### src/rtl/acorn128_ctrl.sv
// ACORN-128 AEAD step controller: sequences INIT, AD, ENC and FIN state-update
// steps and tells the datapath which message bit and control bits to use.
module acorn128_ctrl #(
    parameter int LEN_W = 16
) (
    input  logic             clk,
    input  logic             rst,
    input  logic             start,
    input  logic [LEN_W-1:0] ad_len,
    input  logic [LEN_W-1:0] msg_len,
    input  logic             din_valid,
    output logic             din_ready,
    output logic             step_en,
    output logic             ca,
    output logic             cb,
    output logic [2:0]       msel,
    output logic [6:0]       kidx,
    output logic             ct_valid,
    output logic             tag_valid,
    output logic [2:0]       phase,
    output logic             busy,
    output logic             done
);

    localparam int CW = LEN_W + 1;

    typedef enum logic [2:0] {
        PH_IDLE = 3'd0,
        PH_INIT = 3'd1,
        PH_AD   = 3'd2,
        PH_ENC  = 3'd3,
        PH_FIN  = 3'd4,
        PH_DONE = 3'd5
    } phase_e;

    localparam logic [2:0] MSEL_ZERO = 3'd0;
    localparam logic [2:0] MSEL_ONE  = 3'd1;
    localparam logic [2:0] MSEL_KEY  = 3'd2;
    localparam logic [2:0] MSEL_NKEY = 3'd3;
    localparam logic [2:0] MSEL_IV   = 3'd4;
    localparam logic [2:0] MSEL_DIN  = 3'd5;

    phase_e           phase_q, phase_d;
    logic [CW-1:0]    cnt_q, cnt_d;
    logic [LEN_W-1:0] ad_len_q, ad_len_d;
    logic [LEN_W-1:0] msg_len_q, msg_len_d;

    // AD and ENC share one step layout, parameterised by the active length.
    logic [CW-1:0] len_ext;
    logic          data_step;
    logic          ca_window;
    logic          pad_last;

    always_comb begin
        len_ext   = (phase_q == PH_AD) ? {1'b0, ad_len_q} : {1'b0, msg_len_q};
        data_step = (cnt_q < len_ext);
        ca_window = (cnt_q < len_ext + CW'(128));
        pad_last  = (cnt_q == len_ext + CW'(255));
    end

    // NOTE: sequential state uses non-blocking assignments so every register
    // samples the pre-edge values of the others, independent of block order.
    always_ff @(posedge clk or negedge rst) begin
        if (!rst) begin
            phase_q   <= PH_IDLE;
            cnt_q     <= '0;
            ad_len_q  <= '0;
            msg_len_q <= '0;
        end else begin
            phase_q   <= phase_d;
            cnt_q     <= cnt_d;
            ad_len_q  <= ad_len_d;
            msg_len_q <= msg_len_d;
        end
    end

    // NOTE: every variable gets a default first so no path leaves it unassigned
    // and no latch is inferred.
    always_comb begin
        phase_d   = phase_q;
        cnt_d     = cnt_q;
        ad_len_d  = ad_len_q;
        msg_len_d = msg_len_q;
        unique case (phase_q)
            PH_IDLE: begin
                if (start) begin
                    ad_len_d  = ad_len;
                    msg_len_d = msg_len;
                    phase_d   = PH_INIT;
                    cnt_d     = '0;
                end
            end
            PH_INIT: begin
                cnt_d = cnt_q + CW'(1);
                if (cnt_q == CW'(1791)) begin
                    phase_d = PH_AD;
                    cnt_d   = '0;
                end
            end
            PH_AD, PH_ENC: begin
                if (step_en) begin
                    cnt_d = cnt_q + CW'(1);
                    if (pad_last) begin
                        phase_d = (phase_q == PH_AD) ? PH_ENC : PH_FIN;
                        cnt_d   = '0;
                    end
                end
            end
            PH_FIN: begin
                cnt_d = cnt_q + CW'(1);
                if (cnt_q == CW'(767)) begin
                    phase_d = PH_DONE;
                    cnt_d   = '0;
                end
            end
            default: begin
                phase_d = PH_IDLE;
                cnt_d   = '0;
            end
        endcase
    end

    always_comb begin
        din_ready = 1'b0;
        step_en   = 1'b0;
        ca        = 1'b0;
        cb        = 1'b0;
        msel      = MSEL_ZERO;
        kidx      = 7'd0;
        ct_valid  = 1'b0;
        tag_valid = 1'b0;
        done      = 1'b0;
        phase     = phase_q;
        busy      = (phase_q != PH_IDLE);
        unique case (phase_q)
            PH_INIT: begin
                step_en = 1'b1;
                ca      = 1'b1;
                cb      = 1'b1;
                kidx    = cnt_q[6:0];
                if (cnt_q < CW'(128))       msel = MSEL_KEY;
                else if (cnt_q < CW'(256))  msel = MSEL_IV;
                else if (cnt_q == CW'(256)) msel = MSEL_NKEY;
                else                        msel = MSEL_KEY;
            end
            PH_AD, PH_ENC: begin
                cb = (phase_q == PH_AD);
                ca = ca_window;
                if (data_step) begin
                    msel      = MSEL_DIN;
                    din_ready = 1'b1;
                    step_en   = din_valid;
                    ct_valid  = (phase_q == PH_ENC) && din_valid;
                end else begin
                    msel    = (cnt_q == len_ext) ? MSEL_ONE : MSEL_ZERO;
                    step_en = 1'b1;
                end
            end
            PH_FIN: begin
                step_en   = 1'b1;
                ca        = 1'b1;
                cb        = 1'b1;
                tag_valid = (cnt_q >= CW'(640));
            end
            PH_DONE: done = 1'b1;
            default: ;
        endcase
    end

endmodule

### config.mk
export PLATFORM = sky130hd
export DESIGN_NAME = acorn128_ctrl
export DESIGN_NICKNAME = d
export VERILOG_FILES = /design/src/rtl/acorn128_ctrl.sv
export SDC_FILE = /design/constraint.sdc
export NUM_CORES = 1
export LEC_CHECK = 0
export CAP_MARGIN = 40
export CELL_PAD_IN_SITES_DETAIL_PLACEMENT = 1
export CELL_PAD_IN_SITES_GLOBAL_PLACEMENT = 2
export CORE_MARGIN = 3
export CORE_UTILIZATION = 30
export DETAILED_ROUTE_END_ITERATION = 10
export DONT_BUFFER_PORTS = 1
export PLACE_DENSITY_LB_ADDON = 0.1
export REMOVE_ABC_BUFFERS = 1
export SLEW_MARGIN = 20
export SYNTH_ARGS = -nofsm -noshare
export SYNTH_HDL_FRONTEND = slang
export SYNTH_SLANG_ARGS = --single-unit
### constraint.sdc
create_clock -name clk -period 8.95 [get_ports clk]
set_clock_uncertainty 0.2 [all_clocks]
set_input_delay 0.895 -clock clk [delete_from_list [all_inputs] [get_ports clk]]
set_output_delay 0.895 -clock clk [all_outputs]
set_load 0.01 [all_outputs]
## Word-level counts from Yosys, hierarchy flattened

Index checks and enable logic that the tools add are counted.
W data, S select, Z words.

| storage, ports and cells | value |
|---|---|
| register bits after elaboration | 52 |
| bits of input ports | 36 |
| output and inout bits | 21 |

| operators by class | value |
|---|---|
| $add $sub $neg | 3 |
| $lt $le $gt $ge | 5 |
| eq/ne operators | 15 |
| muxes and demuxes | 31 |
| reduce and logical (&&, ||, !) cells | 8 |

Operator list:

| kind | number |
|---|---|
| $mux W17 | 5 |
| $pmux W17 S4 | 1 |
| $add A16 B8 Y17 const B | 2 |
| $mux W3 | 9 |
| $add A17 B1 Y17 const B | 1 |
| $eq A17 B10 Y1 const B | 1 |
| $eq A17 B11 Y1 const B | 1 |
| $eq A17 B16 Y1 | 1 |
| $eq A17 B17 Y1 | 1 |
| $eq A17 B9 Y1 const B | 1 |
| $ge A17 B10 Y1 const B | 1 |
| $lt A17 B16 Y1 | 1 |
| $lt A17 B17 Y1 | 1 |
| $lt A17 B8 Y1 const B | 1 |
| $lt A17 B9 Y1 const B | 1 |
| $mux W16 | 1 |
| $pmux W3 S4 | 1 |
| $ne A2 B2 Y1 const B | 5 |
| $mux W1 | 9 |
| $mux W7 | 1 |
| $eq A3 B2 Y1 const B | 2 |
| $eq A3 B3 Y1 const B | 2 |
| $pmux W1 S2 | 3 |
| $pmux W3 S2 | 1 |
| other kinds (7) | 9 |

## Depth between registers and ports, before layout

Gate-level depths: netlist of run 1.

| logic depth | value |
|---|---|
| depth after elaboration | 7 |
| mapped depth | 17 |
| depth with buffers taken out | 13 |

## Least setup slack after synthesis of run 1

No wires, ideal clock.

| timing path | value |
|---|---|
| kind | reg-to-output |
| start point | register phase_q[0] (netlist: phase[0]) |
| end point | output port step_en |
| data arrival time | 3225 ps |
| setup slack | 4630 ps |
| stages on the path, launching flop included | 17 |
| buffers on the path | 4 |
| path through | dfrtp_1 > buf_6 > nor3b_4 > buf_6 > buf_2 > mux2i_1 > ha_1 > nor2b_1 > o21a_1 > o21bai_1 > a31oi_1 > o21a_1 > nor2_1 > clkbuf_1 > inv_1 > a21oi_1 > o21ai_0 |

| between the ends | value |
|---|---|
| longest elaborated chain between the ends | 5 |

RTL lines:

| element | RTL line | RTL |
|---|---|---|
| from (decl) | 43 | `phase_e phase_q, phase_d;` |
| from (signal assigned) | 70 | `phase_q <= phase_d;` |
| $eq A3 B2 Y1 | 55, 135 |  |
| $mux W16 | 55 | `len_ext = (phase_q == PH_AD) ? {1'b0, ad_len_q} : {1'b0, msg_len_q};` |
| $lt A17 B16 Y1 | 56 | `data_step = (cnt_q < len_ext);` |
| $mux W1 | 149 | `if (data_step) begin` |
| $pmux W1 S2 * | 135 | `unique case (phase_q)` |
| to (decl) | 13 | `output logic step_en,` |

Mark *: on every way between the ends. The rest lies on a longest branch, timed or not.

## Final worst setup path of run 1

| timing path | value |
|---|---|
| start point | register phase_q[1] (netlist: phase[1]) |
| end point | output port ct_valid |

| between the ends | value |
|---|---|
| longest elaborated chain between the ends | 5 |

RTL lines:

| element | RTL line | RTL |
|---|---|---|
| $eq A3 B2 Y1 | 55, 135 |  |
| $mux W16 | 55 |  |
| $lt A17 B16 Y1 | 56 |  |
| $mux W1 | 149 |  |
| $mux W1 * | 135 |  |
| to (decl) | 18 | `output logic ct_valid,` |

Marked as above.

==> metrics, run 1 <==
count of input and output buffers=0; crit path time final=5000 ps; RSZ-0062 raised after global routing=no; Synth async-reset ratio=1.00; Worst slew margin=0.534; Fmax=200 MHz; top_reg_cell synth=dfrtp_1; R2R Path Start=phase[1]; Hold Buf Count CTS=0; vias in the first global route=3900; met1 WL=6760 um; 1st-iter DRT viols=175; Die Wd=129 um; Post-CTS Setup Bufs=0; layout cells sized above 1=0.128; overall power=0.00121 W; Post-Syn Area per Cell=8.93 um^2; largest net degree at the start of global routing=53; VDD IR max=0.0000799 V; HPWL Detailed=10600 um; Die Y=129 um; clock latency on the worst-skew pair=310 ps; Final ANT Viol Nets=0; drt wl/cell=20.5 um; CP Capture Type=output pin; met2 wire length=6530 um; GR Overflow Total=0; WP data required=7860 ps; H-tree depth=2; Hold Crit Class=in -> async; FF-to-FF path depth=12; CP Max Fanout=32; I/O pin cnt=57; final number of setup-violating endpoints=0; startpoint class of the critical path=flop; met3 routed WL=353 um; DR DRC count=0; clock sinks=52; setup TNS=0 ps; status=finished clean; count leader, synth=dfrtp_1; Worst-path clk slew=80 ps; Unique masters post-synth=60; Commonest cells post-synth=52 x dfrtp_1, 33 x mux2_2, 33 x nor2_1, 33 x o21ai_0, 31 x ha_1; Leak Pwr=2.03 nW; Reg-to-Reg End=cnt_q[14]; CTS max path bufs=2; Layout area overhead=7.25%; Period Utilization, post-route=0.559; CP arrival=3910 ps; Total GRT Usage=0.172; GP Congestion=0.817; root buf cell=clkbuf_16; routed vias=3752; PD cells=250 nW/um^2; Fillers=1666; Avg Vias per Cell=5.56; post-CTS resize count=0; post-synthesis cell area=4500 um^2; first-pass GRT wire length=22400 um; final hold violations=0; Synth area leaders=dfrtp_1 29%, ha_1 8.6%, mux2_2 8.3%; Max-Cap Viols=0; top layer in use=met4; cells after synthesis=504; Floorplan Core Area=14600 um^2; fin util=0.331; Synth top area share=0.289; CTS tree=yes; diodes inserted=0; flop-to-flop setup slack=4290 ps; nets@finish=557; EDFF count, synth=0; # rows=44; die area=16500 um^2; Slew @ Worst Pin=700 ps; initial antenna violation count=0; Num CTS Buffers=5; Initial Util=0.309; synthesized flop and latch total=52; kind of critical path=reg -> out; final WL=13800 um; Slew Limit Fails=0; post-synthesis sequential area ratio=0.289; router iterations before antenna repair=4; Synth area leader=dfrtp_1; YS warnings=0
-- power by group --
group	internal, W	switching (W)
registers	0.000289	0.0000934
logic	0.000278	0.000339
clock network	0.000112	0.0000977
-- state kept, by name, indices dropped and copies added (netlist names) --
name	flops
phase	3
msg_len_q	16
ad_len_q	16
cnt_q	17
-- worst max-delay path, stage by stage (launching register included) --
cell and delay [ps]:
dfrtp_1 630, nor3b_4 250, buf_4 420, mux2i_1 330, ha_1 290, a21oi_1 150
nor2b_1 60, o21ai_0 250, a31oi_1 200, o21a_1 230, or2_2 350, inv_1 170
and3_1 240
-- kinds of logic after synthesis --
logic type	share of synthesized area
adder cells (fa/ha/maj)	0.0862
buffers and inverters	0.0442
multiplexers	0.119
flip-flops	0.289
AO/OA/AOI/OAI	0.170
AND/OR/NAND/NOR	0.220
XOR/XNOR	0.0717
-- area by class of cell --
class	count	area [um^2]	share of cell area
multi-input combinational	408	3010	0.623
sequential	52	1300	0.270
tap	184	230	0.0477
clock buffer	6	139	0.0288
timing repair buffer	7	73.8	0.0153
inverter	16	60.1	0.0124
clock inverter	2	15.0	0.00311
-- cells in the final DEF (no fill, tap or decap), drive strengths merged, types with 6 or more instances in the layout --
cell and count:
nor2 33, xnor2 26, and2 7, nor2b 14, clkbuf 6, mux2 33
nand2 23, nor3 29, a22o 9, a21oi 20, dfrtp 52, buf 7
and3 10, mux2i 16, xor2 10, ha 31, nor4 10, inv 16
nand3 14, nand4 9, nand2b 6, a21o 14, o21ai 33
-- metal layers --
| layer | global-route usage | vias up |
|---|---|---|
| met2 | 0.280 | 48 |
| li1 | - | 1829 |
| met5 | 0 | - |
| met3 | 0.0241 | 12 |
| met1 | 0.241 | 1863 |
| met4 | 0.0457 | 0 |
-- metrics by stage --
stage	cells	worst slack (ps)	hold slack, ps	instance area (um^2)
2_1_floorplan	476	4180	294	4360
3_3_place_gp	663	4310	314	4620
3_5_place_dp	666	4280	320	4660
4_1_cts	674	3920	59.4	4810
5_1_grt	675	3620	58.4	4830
6_report	675	3950	71.9	4830
-- how the worst max path moves through the flow --
stage          startpoint        end  slack (ps)  cells past startpoint
3_3_place_gp     phase[1]   ct_valid        4310                     12
5_1_grt          phase[1]         ca        3620                     12
3_5_place_dp     phase[1]  cnt_q[14]        4280                     12
4_1_cts          phase[1]   ct_valid        3920                     12
2_1_floorplan    phase[1]    step_en        4180                     12
6_report         phase[1]   ct_valid        3950                     12
(Power assumes the default switching activity.)
==> inputs of run 2 (changes only) <==
clock period = 4.4 ns   (was 8.95 ns; I/O delays follow)
==> metrics, run 2 (same netlist as run 1, synthesis figures left out) <==
clock sinks=52 (unchanged); Top delay family on crit path=simple AND/OR/NAND/NOR gates; Leak Pwr=2.11 nW (+3.7%); HPWL Detailed=11000 um (+3.6%); status=finished clean; GR Overflow Total=0 (unchanged); Die Wd=129 um (unchanged); CP bufs+invs=2 (unchanged); initial antenna violation count=0 (unchanged); Fmax=243 MHz; Worst-path clk slew=80 ps (about the same); die area=16500 um^2 (unchanged); first-pass GRT wire length=23200 um (+3.6%); CP Capture Type=output pin; diodes inserted=0 (unchanged); Post-CTS Setup Bufs=0 (unchanged); Num CTS Buffers=5 (unchanged); final hold slack=80.1 ps (+8.29 ps); max FFs per register=17 (unchanged); footprint of the multi-input gates=3010 um^2 (about the same); fin cells=686 (+1.6%); Psw=0.00112 W (+110%); kind of critical path=reg -> out; most frequent cells in the layout=52 x dfrtp_1, 33 x o21ai_0, 33 x mux2_2; Layout area overhead=10.2%; Die Y=129 um (unchanged); CP Cell Sequence=nor3b_4 > buf_12 > mux2i_1 > ha_1 > a21oi_1 > nor2b_1 > o21ai_0 > a31oi_1 > o21a_1 > or2_2 > inv_1 > and3_1; setup TNS=0 ps (unchanged); count of input and output buffers=0 (unchanged); drt wl/cell=20.9 um (+2.0%); 1st-iter DRT viols=190 (+8.6%); CTS max path bufs=2 (unchanged); largest net degree at the start of global routing=53 (unchanged); H-tree depth=2 (unchanged); Max stage delay on crit path=410 ps (-220 ps); Internal=0.00147 W (+120%); Total GRT Usage=0.180 (+0.00724); layout cells sized above 1=0.149 (+0.0211); GP Congestion=0.831 (+1.8%); WP data required=3760 ps (-4100 ps); CTS tree=yes; startpoint class of the critical path=flop; crit path time final=4110 ps; VDD IR max=0.000191 V (+140%); Max-Cap Viols=0 (unchanged); routed vias=3795 (+1.1%); root buf cell=clkbuf_16; Slew Limit Fails=0 (unchanged); Slew @ Worst Pin=724 ps (+23.9 ps); RSZ-0062 raised after global routing=no; Final ANT Viol Nets=0 (unchanged); router iterations before antenna repair=4 (unchanged); CP arrival=3470 ps (-440 ps); final number of setup-violating endpoints=0 (unchanged); top flop regs=cnt_q: 17 flops, ad_len_q: 16 flops, msg_len_q: 16 flops; Clock power frac=0.180 (+0.007); Reg power frac=0.296 (-0.021); # rows=44 (unchanged); Hold Crit Class=in -> reg; Sw Ratio=0.432 (-0.00665); vias in the first global route=4032 (+3.4%); Period Utilization, post-route=0.934; Initial Util=0.309 (unchanged); Avg Vias per Cell=5.53 (-0.48%); Seq. cell area=1300 um^2 (unchanged); final WL=14300 um (+3.7%); nets@finish=568 (+2.0%); combinational share of power=0.524 (+0.014); DP Cell Count=676 (+1.5%); DR DRC count=0 (unchanged); final hold violations=0 (unchanged); CP Max Fanout=32 (unchanged); most common cell after layout, fill and taps aside=dfrtp_1; PD cells=521 nW/um^2 (+110%); Worst path slowest cell=dfrtp_1; I/O pin cnt=57 (unchanged); Fillers=1696 (+1.8%); Floorplan Core Area=14600 um^2 (unchanged); Most flops, register=cnt_q; Worst slew margin=0.518 (-0.0160); clock latency on the worst-skew pair=300 ps (about the same)
## run 2: what timing repair did
action	in CTS	in global routing
setup endpoints to repair	0	1
gates resized for setup	0	1
endpoints found under the hold margin	52	0
hold buffers	2	0
## run 2: final timing paths
path	endpoint	startpoint	slack [ps]	depth (start not counted)
max in group asynchronous	ad_len_q[2]	rst	3250	2
hold reg to reg	ad_len_q[1]	ad_len_q[1]	340	1
min in group asynchronous	phase[1]	rst	510	2
setup / recovery	ct_valid	phase[2]	290	12
hold / removal	msg_len_q[1]	msg_len[1]	80	1
setup reg to reg	cnt_q[14]	phase[2]	360	12
## run 2: area by class of cell
type	instances	share of cell area
Tap cell	184	0.0464
Sequential cell	52	0.262
Timing Repair Buffer	18	0.0383
Inverter	16	0.0121
Clock buffer	5	0.0252
Clock inverter	3	0.00858
Multi-Input combinational cell	408	0.607
## run 2: power groups by stage
stage | clock (W) | combinational, W | sequential, W
floorplan | 0 | 0.000972 | 0.000720
global placement | 0 | 0.00132 | 0.000777
detailed placement | 0 | 0.00135 | 0.000779
CTS | 0.000482 | 0.00138 | 0.000770
global route | 0.000500 | 0.00153 | 0.000794
finish | 0.000465 | 0.00136 | 0.000765
## run 2: per-stage QoR
step | setup slack (ps) | power, W | area, um^2 | util
finish | 292 | 0.00259 | 4960 | 0.340
global route | 68.8 | 0.00283 | 4960 | 0.340
CTS | 130 | 0.00263 | 4960 | 0.340
detailed placement | 343 | 0.00213 | 4750 | 0.326
global placement | 488 | 0.00210 | 4730 | 0.324
floorplan | 87.6 | 0.00169 | 4360 | -
## run 2: per-layer routing
layer | global-route usage | vias up | wire, um
met4 | 0.0432 | 0 | 166
met3 | 0.0241 | 13 | 335
met2 | 0.284 | 52 | 6710
met5 | 0 | - | 0
li1 | - | 1853 | -
met1 | 0.260 | 1877 | 7130
